## src/rtl/step_motor_sequencer_if.sv

```systemverilog
// step_motor_sequencer_if
//   Move-command handshake between a command source and the step motor
//   sequencer. The command is taken on a clock edge where cmd_valid and
//   cmd_ready are both high.
//   Signals:
//     cmd_valid  - command present (source -> sequencer)
//     cmd_ready  - sequencer idle and able to accept (sequencer -> source)
//     cmd_dir    - 1 = forward (phase +1), 0 = reverse (phase -1)
//     cmd_steps  - half-steps to move (CNT_W bits)
//     cmd_period - clocks per half-step, 0 treated as 1 (PER_W bits)
//   Modports: master = command source, slave = sequencer.
interface step_motor_sequencer_if #(
  parameter int PER_W = 16,
  parameter int CNT_W = 10
);
  logic             cmd_valid;
  logic             cmd_ready;
  logic             cmd_dir;
  logic [CNT_W-1:0] cmd_steps;
  logic [PER_W-1:0] cmd_period;

  modport master (
    output cmd_valid, cmd_dir, cmd_steps, cmd_period,
    input  cmd_ready
  );

  modport slave (
    input  cmd_valid, cmd_dir, cmd_steps, cmd_period,
    output cmd_ready
  );
endinterface

```

## src/rtl/step_motor_sequencer.sv

```systemverilog
// step_motor_sequencer
//   Half-step sequencer for a 4-coil stepper. A move command energizes the
//   coils with the pattern for the current phase, then advances the phase
//   once every Peff clocks until the requested number of half-steps has
//   been issued or the move is aborted. The last pattern is held after the
//   move so the motor keeps holding torque.
//   Ports:
//     clk        - clock, all state changes on the rising edge
//     reset      - synchronous active-low reset
//     cmd        - move command handshake (slave side)
//     abort      - end the move in progress (only acted on while running)
//     step_motor - registered coil drive pattern
//     position   - current phase index 0..7
//     steps_left - half-steps remaining in the current move
//     busy       - high whenever the sequencer is not idle
//     done       - one-cycle pulse when a move ends
module step_motor_sequencer #(
  parameter int PER_W = 16,
  parameter int CNT_W = 10
) (
  input  logic                 clk,
  input  logic                 reset,
  step_motor_sequencer_if.slave cmd,
  input  logic                 abort,
  output logic [3:0]           step_motor,
  output logic [2:0]           position,
  output logic [CNT_W-1:0]     steps_left,
  output logic                 busy,
  output logic                 done
);

  typedef enum logic [1:0] {IDLE, RUN, DONE} state_t;

  state_t           state;
  logic             dir;
  logic [PER_W-1:0] per;   // effective period, never 0
  logic [PER_W-1:0] cnt;
  logic             ready_q;
  logic [2:0]       pos_nxt;

  assign cmd.cmd_ready = ready_q;

  // 3-bit phase arithmetic wraps 7<->0 on its own.
  assign pos_nxt = dir ? position + 3'd1 : position - 3'd1;

  function automatic logic [3:0] pattern(input logic [2:0] p);
    case (p)
      3'd0:    pattern = 4'b1000;
      3'd1:    pattern = 4'b1100;
      3'd2:    pattern = 4'b0100;
      3'd3:    pattern = 4'b0110;
      3'd4:    pattern = 4'b0010;
      3'd5:    pattern = 4'b0011;
      3'd6:    pattern = 4'b0001;
      default: pattern = 4'b1001;
    endcase
  endfunction

  always_ff @(posedge clk) begin
    if (!reset) begin
      state      <= IDLE;
      step_motor <= 4'b0000;
      position   <= 3'd0;
      steps_left <= '0;
      cnt        <= '0;
      per        <= PER_W'(1);
      dir        <= 1'b0;
      done       <= 1'b0;
      busy       <= 1'b0;
      ready_q    <= 1'b1;
    end else begin
      case (state)
        IDLE: begin
          if (cmd.cmd_valid) begin
            dir        <= cmd.cmd_dir;
            per        <= (cmd.cmd_period == '0) ? PER_W'(1) : cmd.cmd_period;
            // Coils are energized at acceptance even for a zero-step move.
            step_motor <= pattern(position);
            cnt        <= '0;
            busy       <= 1'b1;
            ready_q    <= 1'b0;
            if (cmd.cmd_steps == '0) begin
              state <= DONE;
              done  <= 1'b1;
            end else begin
              state      <= RUN;
              steps_left <= cmd.cmd_steps;
            end
          end
        end
        RUN: begin
          // Abort wins over a step that is due on the same edge.
          if (abort) begin
            state <= DONE;
            done  <= 1'b1;
          end else if (cnt == per - PER_W'(1)) begin
            position   <= pos_nxt;
            step_motor <= pattern(pos_nxt);
            steps_left <= steps_left - CNT_W'(1);
            cnt        <= '0;
            if (steps_left == CNT_W'(1)) begin
              state <= DONE;
              done  <= 1'b1;
            end
          end else begin
            cnt <= cnt + PER_W'(1);
          end
        end
        DONE: begin
          state   <= IDLE;
          done    <= 1'b0;
          busy    <= 1'b0;
          ready_q <= 1'b1;
        end
        default: begin
          state   <= IDLE;
          done    <= 1'b0;
          busy    <= 1'b0;
          ready_q <= 1'b1;
        end
      endcase
    end
  end

endmodule

```

## src/flat_wrapper.sv

```systemverilog
// flat-port wrapper written by rule: the top's interface ports become plain ports
module step_motor_sequencer_flat 
#(
  parameter int PER_W = 16,
  parameter int CNT_W = 10
)
  (clk, reset, abort, step_motor, position, steps_left, busy, done, cmd_cmd_valid, cmd_cmd_dir, cmd_cmd_steps, cmd_cmd_period, cmd_cmd_ready);
  step_motor_sequencer_if #(.PER_W(PER_W), .CNT_W(CNT_W)) cmd_i ();
  input  logic clk;
  input  logic reset;
  input  logic abort;
  output logic [3:0] step_motor;
  output logic [2:0] position;
  output logic [CNT_W-1:0] steps_left;
  output logic busy;
  output logic done;
  input wire logic [$bits(cmd_i.cmd_valid)-1:0] cmd_cmd_valid;
  input wire logic [$bits(cmd_i.cmd_dir)-1:0] cmd_cmd_dir;
  input wire logic [$bits(cmd_i.cmd_steps)-1:0] cmd_cmd_steps;
  input wire logic [$bits(cmd_i.cmd_period)-1:0] cmd_cmd_period;
  output wire logic [$bits(cmd_i.cmd_ready)-1:0] cmd_cmd_ready;
  assign cmd_i.cmd_valid = cmd_cmd_valid;
  assign cmd_i.cmd_dir = cmd_cmd_dir;
  assign cmd_i.cmd_steps = cmd_cmd_steps;
  assign cmd_i.cmd_period = cmd_cmd_period;
  assign cmd_cmd_ready = cmd_i.cmd_ready;
  step_motor_sequencer #(.PER_W(PER_W), .CNT_W(CNT_W)) u_core (.clk(clk), .reset(reset), .cmd(cmd_i), .abort(abort), .step_motor(step_motor), .position(position), .steps_left(steps_left), .busy(busy), .done(done));
endmodule
```

## config.mk

```make
export PLATFORM = sky130hd
export DESIGN_NAME = step_motor_sequencer_flat
export DESIGN_NICKNAME = d
export VERILOG_FILES = /design/src/rtl/step_motor_sequencer_if.sv /design/src/rtl/step_motor_sequencer.sv /design/src/flat_wrapper.sv
export SDC_FILE = /design/constraint.sdc
export NUM_CORES = 1
export LEC_CHECK = 0
export CAP_MARGIN = 20
export CORE_MARGIN = 3
export CORE_UTILIZATION = 40
export DETAILED_ROUTE_END_ITERATION = 10
export GPL_TIMING_DRIVEN = 0
export MAX_ROUTING_LAYER = met4
export SLEW_MARGIN = 15
export SYNTH_ARGS = -nofsm -noshare
export SYNTH_HDL_FRONTEND = slang
export SYNTH_SLANG_ARGS = --single-unit
```

## constraint.sdc

```tcl
create_clock -name clk -period 4.75 [get_ports clk]
set_input_delay 0.7125 -clock clk [delete_from_list [all_inputs] [get_ports clk]]
set_output_delay 0.7125 -clock clk [all_outputs]
set_load 0.01 [all_outputs]
```

==> results.py <==
metrics = {
    "critical_path": {
        "crit_type": "flip-flop to flip-flop",
        "rrSetupSlack_ns": 1.56,
        "max_stage_delay_ns": 0.51,
        "worstSetupStartpointType": "flip-flop",
        "rr_endpoint": "u_core.steps_left[6]",
        "path_buf_inv": 3,
        "worstPathArrival_ns": 3.38,
        "worstPathRequired_ns": 4.93,
        "r2r-start": "u_core.per[1]",
        "cpMaxStageDelayCell": "dfxtp_1",
        "r2r_cells": 10,
        "critPathCaptureType": "flip-flop",
        "critical_path.top_delay_family": "compound AO/OA/AOI/OAI gates",
        "worstPathCellList": "inv_1 -> ha_1 -> clkbuf_1 -> o21ba_2 -> a221o_2 -> a2111oi_2 -> o2111ai_2 -> buf_4 -> a21oi_1 -> o32ai_2",
        "path_max_fanout": 10,
    },
    "timing": {
        "fmax_ghz": 0.313,
        "hold_viol_final": 0,
        "clock_skew_ns": 0.00613,
        "fin_crit_ns": 3.19,
        "finalCritPeriodShare_pct": 67.2,
        "worst_pin_slew_ns": 0.762,
        "slew_headroom_pct": 49.0,
        "setup-tns-final_ns": 0,
        "finalSetupViolCount": 0,
        "rsz0062_at_grt": "no",
        "finalMaxSlewViolations": 0,
    },
    "synth": {
        "yosys_warnings": 0,
        "synth_xor_area_share_pct": 8.80,
        "ys_top_cells_by_count": "61 x nand2_1, 55 x dfxtp_1, 47 x nor2_1, 42 x a21oi_1, 28 x nor3_1",
        "synth_seq_area_share_pct": 30.3,
        "ys.flop_type": "dfxtp_1",
        "yosysMostFrequentCell": "nand2_1",
        "async_reset_ff_share_pct": 0,
        "synth_edf_count": 0,
        "synth.top_cell.area_share_pct": 30.3,
        "syn_avg_cell_area_um2": 7.96,
        "synth_area_leaders": "dfxtp_1 30%, nand2_1 6.3%, a21oi_1 5.8%, nor2_1 4.8%, xor2_1 4.6%",
        "synthAdderAreaFrac_pct": 3.44,
        "synth_area_um2": 3640,
        "synthSimpleGateAreaFrac_pct": 29.0,
        "yosys.area.top_type": "dfxtp_1",
        "muxShareOfSynthArea_pct": 1.10,
        "yosysUniqueCellTypes": 71,
        "syn_inst": 457,
        "synth-seq-cells": 55,
        "synth_compound_area_share_pct": 22.9,
        "synth_nets": 498,
        "synth_top_family_by_area": "simple AND/OR/NAND/NOR gates",
    },
    "hold_path": {
        "hold_depth": 2,
        "hold_start": "u_core.done",
        "hold_path_end": "u_core.done",
        "hold_path.class": "flip-flop to flip-flop",
    },
    "power": {
        "p_sw_mw": 0.388,
        "seqPwrFrac_pct": 45.0,
        "p_leak_nw": 1.55,
        "pwr-share-clk_pct": 25.9,
        "intPower_mw": 0.767,
        "power_mw": 1.16,
        "peakVddDrop_mv": 0.114,
        "power_density_nw_per_um2": 264,
        "combinationalPowerShare_pct": 29.1,
        "switching_share_pct": 33.6,
    },
    "route": {
        "dr_wl_met3_um": 376,
        "wl_met2_um": 4650,
        "vias_per_cell": 5.65,
        "first_pass_iters": 5,
        "vias": 3521,
        "wl_um": 10100,
        "drt_iter0_drc": 123,
        "ant_nets": 0,
        "wl_met1_um": 4920,
        "drcViolationCount": 0,
        "avgRoutedWirePerCell_um": 16.2,
        "highest_layer": "met4",
    },
    "floorplanning": {
        "ioPinCount": 51,
        "rows": 34,
        "die_w_um": 101,
        "dieHeight_um": 101,
        "die_area_um2": 10300,
        "core_um2": 8760,
        "start_util_pct": 41.5,
    },
    "clocking": {
        "clockRootBuffer": "clkbuf_8",
        "hold_buffers": 0,
        "cts_tree": "yes",
        "cts_made_buffers": 5,
        "cts.sinks": 55,
        "clockBufferDepth": 2,
        "path_clk_slew_ns": 0.11,
        "worst_skew_pair.late_latency_ns": 0.32,
        "cts_max_level": 2,
        "postCtsSetupRepairBufs": 0,
        "cts_resized": 0,
    },
    "placement": {
        "placed_area_um2": 4280,
        "portBuffers": 50,
        "gp_congestion": 0.909,
        "dpl.hpwl_um": 7690,
    },
    "global_routing": {
        "grt_use_total_pct": 21.0,
        "antenna_found_initial": 0,
        "grt-ovfl-total": 0,
        "grt_pass1_wl_um": 17100,
        "grt_pass1_vias": 3543,
        "grt_max_degree": 17,
    },
    "layout": {
        "nNetsFinal": 555,
        "synthToLayoutAreaGrowth_pct": 20.3,
        "drive_gt1_share_pct": 8.16,
        "final_cell_area_um2": 4380,
        "n_antenna_cell": 0,
    },
    "outcome": {
        "status": "complete, no violations",
    },
    "run": {
        "drv_cap": 0,
    },
}
-- cell type report --
type,count,area (um^2)
Tap cell,108,135
Timing Repair Buffer,50,500
Inverter,13,48.8
Fill cell,879,4380
Clock inverter,1,7.51
Buffer,27,115
Sequential cell,55,1100
Clock buffer,7,96.3
Multi-Input combinational cell,362,2370
-- through the flow --
| stage | util, % | worst slack [ns] | cells | hold slack (ns) |
|---|---|---|---|---|
| detailed placement | 48.8 | 1.23 | 615 | 0.449 |
| floorplan | - | 2.05 | 457 | 0.458 |
| CTS | 50.0 | 1.54 | 623 | 0.464 |
| global route | 50.0 | 1.33 | 623 | 0.501 |
| global placement | 48.8 | 1.25 | 615 | 0.437 |
| finish | 50.0 | 1.56 | 623 | 0.463 |
-- how the worst max path moves through the flow --
stage / startpoint / to / slack (ns) / cells past startpoint
after global placement: cmd_cmd_valid / u_core.cnt[7] / 1.25 / 9
after detailed placement: cmd_cmd_valid / u_core.cnt[7] / 1.23 / 9
after global routing: u_core.per[0] / u_core.cnt[14] / 1.33 / 11
after floorplan: u_core.per[0] / u_core.steps_left[2] / 2.05 / 11
final: u_core.per[1] / u_core.steps_left[6] / 1.56 / 10
after CTS: u_core.per[0] / u_core.steps_left[8] / 1.54 / 11
-- placed cells by master, fill, tap and decap left out, types with 3 or more instances in the layout --
cell type | Yosys | final
o21ai_0 | 9 | 9
nor4_1 | 10 | 10
clkbuf_8 | 0 | 7
nor2b_1 | 5 | 5
a211oi_1 | 7 | 7
clkbuf_1 | 22 | 22
inv_1 | 13 | 13
and3_1 | 7 | 7
ha_1 | 10 | 10
mux2i_1 | 4 | 4
a31oi_1 | 3 | 3
nand2b_1 | 9 | 9
a21oi_1 | 42 | 42
o32ai_2 | 8 | 8
nand2_1 | 61 | 61
nor2_1 | 47 | 47
clkdlybuf4s50_1 | 0 | 50
xor2_1 | 19 | 19
xnor2_1 | 15 | 15
nor3_1 | 28 | 28
nand4_1 | 10 | 10
a221oi_1 | 3 | 3
nand3_1 | 8 | 8
dfxtp_1 | 55 | 55
-- routing by layer --
| metal | GRT usage, % | vias to the layer above |
|---|---|---|
| li1 | - | 1762 |
| met1 | 28.3 | 1656 |
| met2 | 32.9 | 89 |
| met3 | 2.69 | 14 |
| met4 | 6.54 | 0 |
| met5 | - | - |
-- state kept, by name, indices dropped and copies added, names as in the netlist --
name                  flops
u_core.cnt               16
u_core.per               16
u_core.cmd.cmd_ready      1
u_core.step_motor         4
u_core.dir                1
u_core.done               1
u_core.steps_left        10
u_core.state              2
u_core.busy               1
u_core.position           3
-- power groups by stage --
stage | registers (mW) | clock network [mW] | logic (mW)
2_1_floorplan | 0.528 | 0 | 0.219
3_3_place_gp | 0.530 | 0 | 0.330
3_5_place_dp | 0.530 | 0 | 0.333
4_1_cts | 0.519 | 0.300 | 0.335
5_1_grt | 0.525 | 0.319 | 0.374
6_report | 0.520 | 0.299 | 0.337
-- logic make-up after synthesis --
family,count (synthesis)
simple gates,208
compound gates,105
flops,55
buf+inv,40
xor+xnor,35
fa+ha+maj,10
mux,4
-- worst reg2reg max path: cells and delay by family, from the launching register on --
family	cells	cell delay, ns
buf+inv	3	0.58
fa+ha+maj	1	0.21
compound gates	6	1.75
flops	1	0.51
(Power assumes the default switching activity.)
